`config.mk`:
```
export PLATFORM = sky130hd
export DESIGN_NAME = add_scheduler
export DESIGN_NICKNAME = d
export VERILOG_FILES = /design/src/rtl/add_scheduler.sv
export SDC_FILE = /design/constraint.sdc
export NUM_CORES = 1
export LEC_CHECK = 0
export ABC_AREA = 1
export CAP_MARGIN = 30
export CORE_ASPECT_RATIO = 0.5
export CORE_MARGIN = 4
export CORE_UTILIZATION = 43
export CTS_BUF_LIST = sky130_fd_sc_hd__clkbuf_16
export DETAILED_ROUTE_END_ITERATION = 10
export GPL_TIMING_DRIVEN = 0
export PLACE_DENSITY = 0.75
export SETUP_SLACK_MARGIN = 0.05
export SYNTH_ARGS = -nofsm -noshare
export SYNTH_HDL_FRONTEND = slang
export SYNTH_SLANG_ARGS = --single-unit
```
`constraint.sdc`:
```
create_clock -name clk -period 3.1 [get_ports clk]
set_input_delay 0.62 -clock clk [delete_from_list [all_inputs] [get_ports clk]]
set_output_delay 0.62 -clock clk [all_outputs]
set_load 0.02 [all_outputs]
```
`src/rtl/add_scheduler.sv`:
```
// Two-requester round-robin adder that runs a W-bit add through one shared
// DATA_WIDTH-bit slice, least-significant word first, and holds the result until it is accepted.
module add_scheduler #(
  parameter int DATA_WIDTH = 4,
  parameter int NWORDS     = 4
) (
  input  logic                         clk,
  input  logic                         rst,
  input  logic [1:0]                   req_valid,
  output logic [1:0]                   req_ready,
  input  logic [DATA_WIDTH*NWORDS-1:0] a0,
  input  logic [DATA_WIDTH*NWORDS-1:0] b0,
  input  logic                         cin0,
  input  logic [DATA_WIDTH*NWORDS-1:0] a1,
  input  logic [DATA_WIDTH*NWORDS-1:0] b1,
  input  logic                         cin1,
  output logic [DATA_WIDTH*NWORDS-1:0] sum,
  output logic                         cout,
  output logic                         res_id,
  output logic                         res_valid,
  input  logic                         res_ready
);

  localparam int W  = DATA_WIDTH * NWORDS;
  localparam int CW = (NWORDS > 1) ? $clog2(NWORDS) : 1;

  typedef enum logic [1:0] {IDLE, RUN, DONE} state_t;

  state_t                state;
  logic                  ptr;
  logic [CW-1:0]         cnt;
  logic                  carry;
  logic [W-1:0]          a_r, b_r;
  logic                  gnt_any, g;
  logic [DATA_WIDTH-1:0] a_w, b_w, s_w;
  logic                  c_w;

  always_comb begin
    gnt_any = 1'b0;
    g       = 1'b0;
    case (req_valid)
      2'b01:   begin gnt_any = 1'b1; g = 1'b0; end
      2'b10:   begin gnt_any = 1'b1; g = 1'b1; end
      2'b11:   begin gnt_any = 1'b1; g = ptr;  end
      default: begin gnt_any = 1'b0; g = 1'b0; end
    endcase
    req_ready = '0;
    if (!rst && state == IDLE && gnt_any)
      req_ready[g] = 1'b1;
  end

  // Word select for the shared slice; cnt indexes the word being added this cycle.
  always_comb begin
    a_w = '0;
    b_w = '0;
    for (int unsigned w = 0; w < NWORDS; w++) begin
      if (cnt == CW'(w)) begin
        a_w = a_r[w*DATA_WIDTH +: DATA_WIDTH];
        b_w = b_r[w*DATA_WIDTH +: DATA_WIDTH];
      end
    end
    {c_w, s_w} = {1'b0, a_w} + {1'b0, b_w} + {{DATA_WIDTH{1'b0}}, carry};
  end

  always_ff @(posedge clk or posedge rst) begin
    if (rst) begin
      state     <= IDLE;
      ptr       <= 1'b0;
      cnt       <= '0;
      carry     <= 1'b0;
      a_r       <= '0;
      b_r       <= '0;
      sum       <= '0;
      cout      <= 1'b0;
      res_id    <= 1'b0;
      res_valid <= 1'b0;
    end else begin
      case (state)
        IDLE: begin
          if (gnt_any) begin
            a_r    <= g ? a1 : a0;
            b_r    <= g ? b1 : b0;
            carry  <= g ? cin1 : cin0;
            res_id <= g;
            ptr    <= ~g;
            cnt    <= '0;
            state  <= RUN;
          end
        end
        RUN: begin
          for (int unsigned w = 0; w < NWORDS; w++) begin
            if (cnt == CW'(w))
              sum[w*DATA_WIDTH +: DATA_WIDTH] <= s_w;
          end
          carry <= c_w;
          if (cnt == CW'(NWORDS - 1)) begin
            cout      <= c_w;
            res_valid <= 1'b1;
            state     <= DONE;
          end else begin
            cnt <= cnt + CW'(1);
          end
        end
        DONE: begin
          if (res_ready) begin
            res_valid <= 1'b0;
            state     <= IDLE;
          end
        end
        default: state <= IDLE;
      endcase
    end
  end

endmodule

```
==> flow_summary_export.csv <==
group,metric,value,unit
logic_synthesis,synth_cells,373,
critical_path,cp.arrival,3.09,ns
detailed_routing,dr.pass1.iters,4,
timing,slew_violations,0,
placed_design,portBuffers,91,
logic_synthesis,synth_seq_cells,57,
floorplan,initial_core_util,0.460,
power,p_per_area,1130,nW/µm²
detailed_routing,postRouteAntennaNets,0,
timing,clock-skew-final,0.00534,ns
logic_synthesis,yosys-top-cells-area,"dfrtp_1 (49%), nand2_1 (22%), nand3_1 (7.1%), ha_1 (3.0%), inv_1 (2.8%)",
clock_network,ctsRootBufferMaster,"clkbuf_16",
power,clkPwrFrac,0.229,
min_path,min_path_type,"flop to flop",
logic_synthesis,synth_top_area_frac,0.492,
power,power.internal,2860,µW
placed_design,hpwlAfterDp,5.55,mm
global_route,grt_antenna_before_repair,0,
clock_network,cts_tree,"done",
detailed_routing,wl,7.46,mm
power,p_sw_frac,0.409,
timing,setup_viol,0,
critical_path,crit_top_cell,"nand2_1",
critical_path,end_kind,"flop",
critical_path,max_stage_delay,0.45,ns
logic_synthesis,synth_nets,453,
critical_path,critPathRequiredTime,3.36,ns
placed_design,routabilityCongestion,0.840,
power,p_leak,0.00209,µW
logic_synthesis,syn_area,2900,µm²
logic_synthesis,async_reset_ff_frac,1.00,
detailed_routing,num_vias,2766,
detailed_routing,avgViaCountPerCell,4.87,
logic_synthesis,synth-edff-count,0,
clock_network,clkLatencyLatePin,0.32,ns
layout,finalNetCount,555,
global_route,grt_first_pass_wirelength,12.1,mm
timing,fmaxAchievable,353,MHz
detailed_routing,wl_per_cell,13.1,µm
timing,rsz0062_at_grt,"no",
min_path,hold_end,"cout",
critical_path,path_cells,"inv_1 -> ha_1 -> buf_4 -> clkinv_1 -> o211ai_1 -> nand2_1 -> o21ai_0 -> fa_1 -> fa_1 -> xnor2_2 -> nand2_1 -> nand2_1",
logic_synthesis,synth.distinct_cells,22,
clock_network,cts-hold-fix-buffers,0,
detailed_routing,route.detailed.drc,0,
power,comb_power_share,0.501,
floorplan,ios,92,
floorplan,design.core.area,6310,µm²
power,p_sw,1990,µW
placed_design,place.detailed.instances,553,
run_status,status,"finished, final reports clean",
critical_path,timing.rr.end,"sum[10]",
min_path,holdPathStages,2,
global_route,track_usage,0.191,
timing,period_needed,2.83,ns
timing,min_period_over_period,0.913,
global_route,first_global_vias,2683,
critical_path,criticalPathCategory,"flop to flop",
timing,fin_hold_ws,0.472,ns
logic_synthesis,yosysMostFrequentCell,"nand2_1",
power,seqPwrFrac,0.270,
floorplan,die_area,8200,µm²
layout,diodes,0,
clock_network,clock_sinks,57,
logic_synthesis,ys_warn_count,0,
floorplan,rows,20,
global_route,grt_max_degree,43,
logic_synthesis,ys.flop_type,"dfrtp_1",
logic_synthesis,postSynthAreaPerCell,7.77,µm²
layout,drive_gt1_frac,0.0792,
critical_path,r2r_slack,0.27,ns
min_path,hold_start,"cout",
detailed_routing,dr.first_iter.drc_count,201,
critical_path,cp_slowest_cell,"fa_1",
layout,syn2layout_area_growth,48.0,%
critical_path,crit_fanout,9,
job,max-cap-violations,0,
global_route,grt-ovfl-total,0,
clock_network,cts_max_level,3,
layout,final_cells,568,
power,ir_worst_vdd,0.526,mV
floorplan,die_h,66.0,µm
floorplan,die_w,124,µm
logic_synthesis,ys_top_cells_by_count,"nand2_1 (172), dfrtp_1 (57), nand3_1 (41)",
clock_network,postCtsSetupBuffers,0,
critical_path,worst_setup_path_start_kind,"flop",
clock_network,clk_path_buf_depth,2,
timing,worst_pin_slew,0.447,ns
critical_path,reg2reg_depth,12,
clock_network,cts_buffers,9,
timing,slew_headroom,0.699,
timing,hold_viol_final,0,
logic_synthesis,synth_top_cell_by_area,"dfrtp_1",
critical_path,timing.rr.start,"cnt[0]",
logic_synthesis,ys_seq_area_frac,0.492,
clock_network,clkTransAtPathRegs,0.05,ns
## per-stage QoR
stage	setup TNS (ns)	setup slack, ns	util	area [µm²]	total power [µW]
3_3_place_gp	-0.0952	-0.0952	0.621	3920	3630
3_5_place_dp	-0.118	-0.118	0.625	3940	3670
5_1_grt	0	0.108	0.680	4290	5240
4_1_cts	0	0.0208	0.679	4280	4830
6_report	0	0.269	0.680	4290	4850
2_1_floorplan	0	0.586	-	2900	2880
## sequential cells by signal (all words and copies together) (netlist names)
register / count
a_r: 16
b_r: 16
carry: 1
cnt: 2
cout: 1
ptr: 1
res_id: 1
res_valid: 1
state: 2
sum: 16
## cells by family (layout without fill, tap and decap cells)
group,Yosys count,count (layout),synth area share
and+or+nand+nor,230,230,0.327
DFF,57,57,0.492
AOI/OAI and AO/OA,38,38,0.0708
buffers and inverters,38,145,0.0626
adders and majority gates,9,9,0.0440
xor gates and xnor gates,1,1,0.00302
## critical path, delay by kind of cell, from the launching register on
family,cells,cell delay (ns)
fa+ha+maj,3,1.10
compound gates,2,0.30
simple gates,3,0.26
flops,1,0.37
xor+xnor,1,0.28
buf+inv,3,0.45
## per-layer routing
| layer | track usage | vias to the layer above | part of all wire |
|---|---|---|---|
| li1 | - | 1395 | - |
| met1 | 0.260 | 1278 | 0.48 |
| met2 | 0.294 | 81 | 0.45 |
| met3 | 0.0556 | 12 | 0.053 |
| met4 | 0.0600 | 0 | 0.016 |
| met5 | 0 | - | 0 |
## timing repair
item | CTS | global route
resized for setup | 3 | 3
pin swaps | 0 | 1
setup endpoints to repair | 1 | 8
## power groups by stage
stage / clock [µW] / combinational (µW) / sequential, µW
3_3_place_gp: 0 / 2310 / 1310
4_1_cts: 1120 / 2400 / 1310
3_5_place_dp: 0 / 2360 / 1320
6_report: 1110 / 2430 / 1310
5_1_grt: 1150 / 2730 / 1350
2_1_floorplan: 0 / 1470 / 1410
## worst max path at each step
stage,from,endpoint,slack (ns),depth (start not counted)
detailed placement,req_valid[1],req_ready[1],-0.12,9
floorplan,cnt[1],sum[10],0.59,12
global route,cnt[0],sum[10],0.11,12
CTS,req_valid[1],req_ready[0],0.02,9
finish,cnt[0],sum[10],0.27,12
global placement,req_valid[1],req_ready[1],-0.1,9
## area by class of cell
class / instances / area [µm²]
fill: 511 / 2020
sequential: 57 / 1430
multi-input combinational: 278 / 1310
timing repair buffer: 92 / 932
clock buffer: 9 / 225
clock inverter: 7 / 110
tap: 88 / 110
inverter: 25 / 93.8
buffer: 12 / 86.3
## layout by cell type (no fill, tap or decap), types with 2 or more instances in the layout
| master | count |
|---|---|
| a21oi_1 | 15 |
| buf_2 | 6 |
| buf_4 | 3 |
| buf_6 | 3 |
| bufinv_16 | 3 |
| clkbuf_16 | 9 |
| clkdlybuf4s50_1 | 89 |
| clkinv_1 | 2 |
| dfrtp_1 | 57 |
| fa_1 | 2 |
| ha_1 | 6 |
| inv_1 | 22 |
| inv_2 | 3 |
| nand2_1 | 172 |
| nand3_1 | 41 |
| nor2_1 | 11 |
| nor2_2 | 3 |
| nor2_4 | 2 |
| o211ai_1 | 5 |
| o21ai_0 | 15 |
| o21ai_1 | 2 |
No activity file was read; power rests on OpenSTA's default activity.
